## src/rtl/apb_arb_master.sv

```systemverilog
// apb_arb_master: two-requester round-robin APB master, one transfer in flight.
// Build option: define APB_TIMEOUT_EN to abort ACCESS after TIMEOUT cycles.
// Ports:
//   pclk, prst        clock, async active-low reset
//   reqN/wrN/addrN/wdataN  command port of requester N (N=0,1)
//   doneN, err        completion pulse per requester, timeout flag with done
//   rdata             data of the last completed read
//   busy              high while a transfer is in SETUP or ACCESS
//   psel/penable/pwrite/paddr/pwdata/prdata/pready  APB master side
module apb_arb_master #(
  parameter int ADDR    = 5,
  parameter int DATA    = 32,
  parameter int TIMEOUT = 16
) (
  input  logic            pclk,
  input  logic            prst,
  input  logic            req0,
  input  logic            wr0,
  input  logic [ADDR-1:0] addr0,
  input  logic [DATA-1:0] wdata0,
  input  logic            req1,
  input  logic            wr1,
  input  logic [ADDR-1:0] addr1,
  input  logic [DATA-1:0] wdata1,
  output logic            done0,
  output logic            done1,
  output logic [DATA-1:0] rdata,
  output logic            err,
  output logic            busy,
  output logic            psel,
  output logic            penable,
  output logic            pwrite,
  output logic [ADDR-1:0] paddr,
  output logic [DATA-1:0] pwdata,
  input  logic [DATA-1:0] prdata,
  input  logic            pready
);

  typedef enum logic [1:0] {
    IDLE   = 2'd0,
    SETUP  = 2'd1,
    ACCESS = 2'd2
  } state_e;

  state_e          state_q, state_d;
  logic            psel_q, psel_d;
  logic            penable_q, penable_d;
  logic            pwrite_q, pwrite_d;
  logic [ADDR-1:0] paddr_q, paddr_d;
  logic [DATA-1:0] pwdata_q, pwdata_d;
  logic [DATA-1:0] rdata_q, rdata_d;
  logic            done0_q, done0_d;
  logic            done1_q, done1_d;
  logic            busy_q, busy_d;
  // last granted requester; also identifies the owner of the
  // transfer in flight, since it updates at grant
  logic            last_q, last_d;
  logic            gnt1;
  logic            expire;

`ifdef APB_TIMEOUT_EN
  localparam int            CW   = $clog2(TIMEOUT) + 1;
  localparam logic [CW-1:0] CMAX = CW'(TIMEOUT - 1);

  logic [CW-1:0] cnt_q, cnt_d;
  logic          err_q, err_d;

  assign expire = (cnt_q == CMAX);
  assign err    = err_q;
`else
  assign expire = 1'b0;
  assign err    = 1'b0;
`endif

  // requester 1 wins if alone, or if both ask and 0 went last
  assign gnt1 = req1 & (~req0 | ~last_q);

  always_comb begin
    state_d   = state_q;
    psel_d    = psel_q;
    penable_d = penable_q;
    pwrite_d  = pwrite_q;
    paddr_d   = paddr_q;
    pwdata_d  = pwdata_q;
    rdata_d   = rdata_q;
    last_d    = last_q;
    done0_d   = 1'b0;
    done1_d   = 1'b0;
`ifdef APB_TIMEOUT_EN
    cnt_d     = cnt_q;
    err_d     = 1'b0;
`endif
    unique case (state_q)
      IDLE: begin
        if (req0 | req1) begin
          state_d   = SETUP;
          psel_d    = 1'b1;
          penable_d = 1'b0;
          last_d    = gnt1;
          pwrite_d  = gnt1 ? wr1 : wr0;
          paddr_d   = gnt1 ? addr1 : addr0;
          pwdata_d  = gnt1 ? wdata1 : wdata0;
        end
      end
      SETUP: begin
        state_d   = ACCESS;
        penable_d = 1'b1;
`ifdef APB_TIMEOUT_EN
        cnt_d     = '0;
`endif
      end
      ACCESS: begin
        // pready on the expiry cycle counts as a normal completion
        if (pready || expire) begin
          state_d   = IDLE;
          psel_d    = 1'b0;
          penable_d = 1'b0;
          done0_d   = ~last_q;
          done1_d   = last_q;
          if (pready && !pwrite_q) begin
            rdata_d = prdata;
          end
`ifdef APB_TIMEOUT_EN
          err_d     = ~pready;
`endif
        end
`ifdef APB_TIMEOUT_EN
        else begin
          cnt_d = cnt_q + 1'b1;
        end
`endif
      end
      default: begin
        state_d = IDLE;
      end
    endcase
    busy_d = (state_d != IDLE);
  end

  always_ff @(posedge pclk or negedge prst) begin
    if (!prst) begin
      state_q   <= IDLE;
      psel_q    <= 1'b0;
      penable_q <= 1'b0;
      pwrite_q  <= 1'b0;
      paddr_q   <= '0;
      pwdata_q  <= '0;
      rdata_q   <= '0;
      done0_q   <= 1'b0;
      done1_q   <= 1'b0;
      busy_q    <= 1'b0;
      last_q    <= 1'b1;
`ifdef APB_TIMEOUT_EN
      cnt_q     <= '0;
      err_q     <= 1'b0;
`endif
    end else begin
      state_q   <= state_d;
      psel_q    <= psel_d;
      penable_q <= penable_d;
      pwrite_q  <= pwrite_d;
      paddr_q   <= paddr_d;
      pwdata_q  <= pwdata_d;
      rdata_q   <= rdata_d;
      done0_q   <= done0_d;
      done1_q   <= done1_d;
      busy_q    <= busy_d;
      last_q    <= last_d;
`ifdef APB_TIMEOUT_EN
      cnt_q     <= cnt_d;
      err_q     <= err_d;
`endif
    end
  end

  assign psel    = psel_q;
  assign penable = penable_q;
  assign pwrite  = pwrite_q;
  assign paddr   = paddr_q;
  assign pwdata  = pwdata_q;
  assign rdata   = rdata_q;
  assign done0   = done0_q;
  assign done1   = done1_q;
  assign busy    = busy_q;

endmodule

```

## config.mk

```make
export PLATFORM = sky130hd
export DESIGN_NAME = apb_arb_master
export DESIGN_NICKNAME = d
export VERILOG_FILES = /design/src/rtl/apb_arb_master.sv
export SDC_FILE = /design/constraint.sdc
export NUM_CORES = 1
export LEC_CHECK = 0
export BUFFER_PORTS_ARGS = -buffer_cell sky130_fd_sc_hd__buf_2
export CORE_UTILIZATION = 35
export CTS_CLUSTER_DIAMETER = 100
export CTS_CLUSTER_SIZE = 10
export DETAILED_ROUTE_END_ITERATION = 8
export PLACE_DENSITY = 0.66
export SLEW_MARGIN = 20
export SYNTH_ARGS = -nofsm -noshare
export SYNTH_HDL_FRONTEND = slang
export SYNTH_SLANG_ARGS = --single-unit
```

## constraint.sdc

```tcl
create_clock -name pclk -period 1.9 [get_ports pclk]
set_input_delay 0.19 -clock pclk [delete_from_list [all_inputs] [get_ports pclk]]
set_output_delay 0.19 -clock pclk [all_outputs]
set_load 0.02 [all_outputs]
```

==> run_results.csv, run 1 <==
group,metric,value,unit
status,status,"completed",
worst_setup_path,crit_type,"reg -> reg",
global_route,grt_pass1_wl,14.0,mm
worst_setup_path,crit_chain,"a21bo_2 > buf_12 > nand2_1 > a31oi_2",
cts,cts_root_buffer,"clkbuf_8",
yosys,synth_seq_cells,78,
worst_setup_path,startpoint_type,"register",
layout,n_antenna_cell,0,
power,pwr-share-seq,36.9,%
timing,setup_violations,0,
place,dpl-instance-area,0.00447,mm²
power,power_leakage,2.34,nW
yosys,ys_warn_count,0,
route,via_per_inst,4.73,
cts,cts_tree,"yes",
layout,drive_gt1_share,46.4,%
power,internal-power,4.60,mW
power,p_total,7.96,mW
timing,fmax,655,MHz
worst_setup_path,endpoint_kind,"register",
die,pin_count,189,
power,power.clock.fraction,17.2,%
timing,finalCritPeriodShare,80.3,%
power,pwr_density_cell,1690,mW/mm²
route,drc,0,
die,die_area,0.0101,mm²
timing,hold_violations,0,
timing,slew_violations,0,
power,swShare,42.2,%
layout,fin_nets,608,
route,drt_iter0_drc,61,
layout,design_area,0.00470,mm²
global_route,grt.total_usage,17.9,%
yosys,synthXorXnorAreaFrac,0,%
cts,cts_max_level,3,
timing,slew_headroom,66.5,%
layout,ff_latch_area,0.00195,mm²
yosys,muxShareOfSynthArea,10.6,%
timing,setup_ws,0.374,ns
worst_setup_path,worstPathArrival,1.78,ns
yosys,synth_edf_count,0,
layout,syn2layout_area_growth,38.7,%
die,initial_core_util,36.3,%
power,p_sw,3.36,mW
hold_path,min_path_type,"in -> reg",
cts,cts.sinks,78,
worst_setup_path,critPathSlowestCell,"dfstp_2",
yosys,synth-simple-area-share,10.8,%
cts,ctsResizeCount,0,
yosys,synth_top_family_by_area,"compound AO/OA/AOI/OAI gates",
yosys,syn_area,0.00339,mm²
timing,rsz0062_at_grt,"no",
cts,max-clock-path-buffers,2,
yosys,synthAdderAreaFrac,0,%
timing,tns,0,ns
worst_setup_path,crit_fanout,25,
place,portBuffers,187,
timing,worst-slew-pin-transition,0.503,ns
yosys,ys.flop_type,"dfrtp_1",
yosys,synthArstFlopShare,100,%
power,combPwrFrac,45.9,%
timing,final.min_clock_period,1.53,ns
yosys,synthCells,310,
cts,path_clk_slew,0.09,ns
layout,multi_input_area,0.00129,mm²
route,wirelength,8.75,mm
job,cap_violations,0,
route,antenna_left,0,
cts,clk_latency,0.34,ns
place,dp_slack,0.375,ns
layout,filler_cell_count,899,
power,vdd_drop_max,0.614,mV
worst_setup_path,max_stage_delay,0.60,ns
die,dieWidth,100,µm
die,die_h,100,µm
route,drt_pass1_iterations,4,
yosys,synth_compound_area_share,15.9,%
place,dp_hpwl,6.43,mm
yosys,synth.net_count,423,
yosys,ys_types,25,
timing,fin_skew,0.0142,ns
timing,fin_hold_ws,0.0579,ns
global_route,grt_antenna_before_repair,0,
cts,postCtsSetupBuffers,0,
worst_setup_path,worst_ep_required_time,2.16,ns
yosys,yosysSeqAreaShare,57.6,%
die,rows,35,
route,wl_per_cell,13.9,µm
global_route,grt-ovfl-total,0,
die,core-area,0.00933,mm²
cts,cts_inserted_buffers,9,
global_route,grt_max_degree,42,
place,routabilityCongestion,0.709,
route,vias,2977,
yosys,avgSynthCellArea,10.9,µm²
global_route,grt_pass1_vias,2916,
registers in the layout (all words and copies together), names as in the netlist, 2 cells and up:
signal and count:
rdata 32, state_q 2, paddr 5, pwdata 32
layout by cell type (no fill, tap or decap), drive strengths merged, types with 2 or more instances in the layout:
cell,instances
buf,198
nand2,79
dfrtp,77
a21oi,39
a31oi,39
mux2,32
clkbuf,9
nor2,4
inv,4
clkinv,4
nand2b,3
bufinv,2
o21ai,2
cell type report:
cell class	count	share of cell area (%)
clock buffer	9	2.63
clock inverter	7	2.05
inverter	3	0.239
multi-input combinational	204	27.4
sequential	78	41.5
tap	129	3.43
timing repair buffer	199	22.7
cells by family (layout without fill, tap and decap cells):
kind of cell,Yosys count,in the layout
simple gates,88,88
compound gates,83,83
flops,78,78
mux,32,32
buf+inv,28,218
other cells,1,1
cell usage after synthesis, types with 2 or more instances:
| library cell | n | area share [%] |
|---|---|---|
| buf_2 | 11 | 1.6 |
| mux2_1 | 32 | 11 |
| nor2_1 | 3 | 0.33 |
| buf_6 | 3 | 1.0 |
| clkbuf_1 | 4 | 0.44 |
| nand2b_1 | 3 | 0.55 |
| nand2_1 | 78 | 8.6 |
| a21oi_1 | 39 | 5.8 |
| buf_4 | 7 | 1.6 |
| dfrtp_1 | 77 | 57 |
| inv_1 | 2 | 0.22 |
| a31oi_2 | 10 | 3.7 |
| a31oi_1 | 29 | 5.4 |
per-stage QoR:
stage / std cells / utilization [%]
2_1_floorplan: 310 / -
6_report: 629 / 50.4
4_1_cts: 629 / 50.4
3_5_place_dp: 612 / 47.9
5_1_grt: 629 / 50.4
3_3_place_gp: 612 / 47.9
per-layer routing:
metal	GRT usage [%]	vias to the layer above	wire length [µm]
li1	-	1445	-
met1	23.3	1380	3940
met2	29.2	144	4080
met3	4.39	8	639
met4	5.69	0	81
met5	0	-	0
worst max-delay path, delay by kind of cell (launching register included):
family                 cells  cell delay (ns)
flip-flops                 1             0.60
AO/OA/AOI/OAI              2             0.55
buffers and inverters      1             0.21
AND/OR/NAND/NOR            1             0.08
power groups by stage:
stage	clock, mW	sequential [mW]	combinational (mW)
3_3_place_gp	0	2.93	3.66
2_1_floorplan	0	3.90	1.43
5_1_grt	1.49	3.04	3.99
4_1_cts	1.42	2.95	3.71
3_5_place_dp	0	2.97	3.72
6_report	1.37	2.94	3.66
what timing repair did:
item,CTS,global route
endpoints found under the hold margin,37,0
hold buffers,1,0
endpoints found under the setup margin,0,0
path summary, 6_finish.rpt:
check	start	end	slack (ns)	depth (start not counted)
hold / removal	prdata[12]	rdata[12]	0.06	2
hold reg to reg	rdata[14]	rdata[14]	0.48	1
min in group asynchronous	prst	rdata[0]	0.35	2
setup reg to reg	last_q	pwdata[29]	0.37	4
max in group asynchronous	prst	last_q	0.89	3
setup / recovery	last_q	pwdata[29]	0.37	4
Power figures use the tool's default switching activity.
==> inputs of run 2 (changes only) <==
==> constraint.sdc (replaced) <==
create_clock -name pclk -period 1.5 [get_ports pclk]
set_input_delay 0.15 -clock pclk [delete_from_list [all_inputs] [get_ports pclk]]
set_output_delay 0.15 -clock pclk [all_outputs]
set_load 0.02 [all_outputs]
==> run 2 against run 1 <==
Clock skew shrank 0.0041 ns. First-iteration DRC count up 16%. Worst setup slack lost 0.25 ns. Worst hold slack lost 0.041 ns. Flip-flop and latch count did not move. Total power increased by 31%. Combinational power increased by 31%. Die area unchanged. Via count is 0.57% higher. Highest routed layer unchanged. Sequential power up 25%.
==> run_results.csv, run 2 (synthesized netlist as in run 1, its figures left out) <==
group,metric,value,unit
status,status,"completed",
die,rows,35,
global_route,grt_pass1_vias,2856,
layout,filler_cell_count,883,
cts,max-clock-path-buffers,2,
worst_setup_path,worstPathArrival,1.59,ns
power,pwr_density_cell,2170,mW/mm²
die,die_area,0.0101,mm²
worst_setup_path,crit_chain,"nand3b_4 > nor2_4 > buf_12 > mux2_1",
place,dp_hpwl,6.36,mm
layout,fin_nets,613,
power,p_total,10.4,mW
timing,fin_skew,0.0101,ns
layout,final_common_cell,"buf_2",
layout,ff_latch_area,0.00195,mm²
place,portBuffers,187,
job,cap_violations,0,
worst_setup_path,startpoint_type,"register",
hold_path,min_path_type,"in -> reg",
route,antenna_left,0,
die,initial_core_util,36.3,%
layout,multi_input_area,0.00129,mm²
global_route,grt_antenna_before_repair,0,
place,routabilityCongestion,0.740,
route,drt_iter0_drc,71,
worst_setup_path,crit_family,"flip-flops",
timing,tns,0,ns
worst_setup_path,crit_fanout,32,
timing,final.min_clock_period,1.37,ns
die,dieWidth,100,µm
timing,hold_violations,0,
power,vdd_drop_max,0.791,mV
cts,cts.sinks,78,
cts,postCtsSetupBuffers,0,
timing,fmax,728,MHz
worst_setup_path,crit_type,"reg -> reg",
worst_setup_path,max_stage_delay,0.39,ns
layout,n_antenna_cell,0,
power,power_leakage,2.38,nW
die,die_h,100,µm
route,vias,2994,
worst_setup_path,worst-path-buf-inv,1,
route,drc,0,
global_route,grt_pass1_wl,13.8,mm
global_route,grt_max_degree,34,
timing,setup_violations,0,
global_route,grt.total_usage,17.5,%
layout,syn2layout_area_growth,41.4,%
layout,layout_common_cells,"buf_2, nand2_1, dfrtp_1, a21oi_1, mux2_1",
global_route,grt-ovfl-total,0,
cts,path_clk_slew,0.09,ns
cts,ctsResizeCount,0,
route,wl_per_cell,13.7,µm
timing,finalCritPeriodShare,91.6,%
worst_setup_path,worst_ep_required_time,1.71,ns
cts,clk_latency,0.34,ns
cts,cts_tree,"yes",
worst_setup_path,endpoint_kind,"register",
layout,drive_gt1_share,46.7,%
cts,cts_inserted_buffers,9,
cts,cts_max_level,3,
timing,slew_violations,0,
die,pin_count,189,
die,core-area,0.00933,mm²
route,drt_pass1_iterations,4,
timing,rsz0062_at_grt,"no",
route,wirelength,8.67,mm
route,via_per_inst,4.72,
cts,cts_root_buffer,"clkbuf_8",
worst_setup_path,critPathSlowestCell,"dfrtp_1",
## run 2: cell count changes in the layout (fill, tap and decap cells not counted), sizes merged
cell      delta
buf          +5
clkbuf       +2
inv          -1
clkinv       -3
bufinv       +1
clkinvlp     +1
## run 2: metrics by stage
stage	utilization (%)	std cells	area [µm²]	setup WS, ns	hold WS (ns)
after global routing	51.4	634	4790	0.0505	0.00580
after floorplan	-	310	3390	0.176	-0.146
final	51.4	634	4790	0.126	0.0174
after detailed placement	48.6	617	4530	0.140	0.126
after CTS	51.4	634	4790	0.112	0.00321
after global placement	48.6	617	4530	0.176	0.123
## run 2: worst paths after layout
| path | startpoint | endpoint | slack (ns) | cells after the start |
|---|---|---|---|---|
| worst min register to register | rdata[31] | rdata[31] | 0.48 | 1 |
| worst max-delay path | state_q[0] | rdata[24] | 0.13 | 4 |
| max in group asynchronous | prst | rdata[16] | 0.61 | 3 |
| worst max register to register | state_q[0] | rdata[24] | 0.13 | 4 |
| worst min-delay path | prdata[8] | rdata[8] | 0.02 | 2 |
| min in group asynchronous | prst | rdata[27] | 0.29 | 2 |
## run 2: layout make-up
type	instances	area share [%]
clock buffer	11	2.95
clock inverter	5	2.22
inverter	3	0.235
multi-input combinational	204	26.9
sequential	78	40.8
tap	129	3.37
timing repair buffer	204	23.6
## run 2: power breakdown
part | internal, mW | leakage (nW) | switching (mW) | total (mW)
combinational | 1.85 | 1.35 | 2.94 | 4.79
clock | 1.16 | 0.120 | 0.784 | 1.94
sequential | 3.15 | 0.910 | 0.525 | 3.67
total | 6.16 | 2.38 | 4.25 | 10.4
## run 2: layer usage
layer	GRT usage [%]	part of all wire, %	vias to the layer above
li1	-	-	1451
met4	5.57	1.2	0
met2	28.2	47	146
met3	4.81	7.7	9
met1	22.8	44	1388
met5	0	0	-
## run 2: what timing repair did
item                                    in CTS  in global routing
endpoints found under the setup margin       0                  0
hold buffers                                 1                  0
endpoints found under the hold margin       30                  0
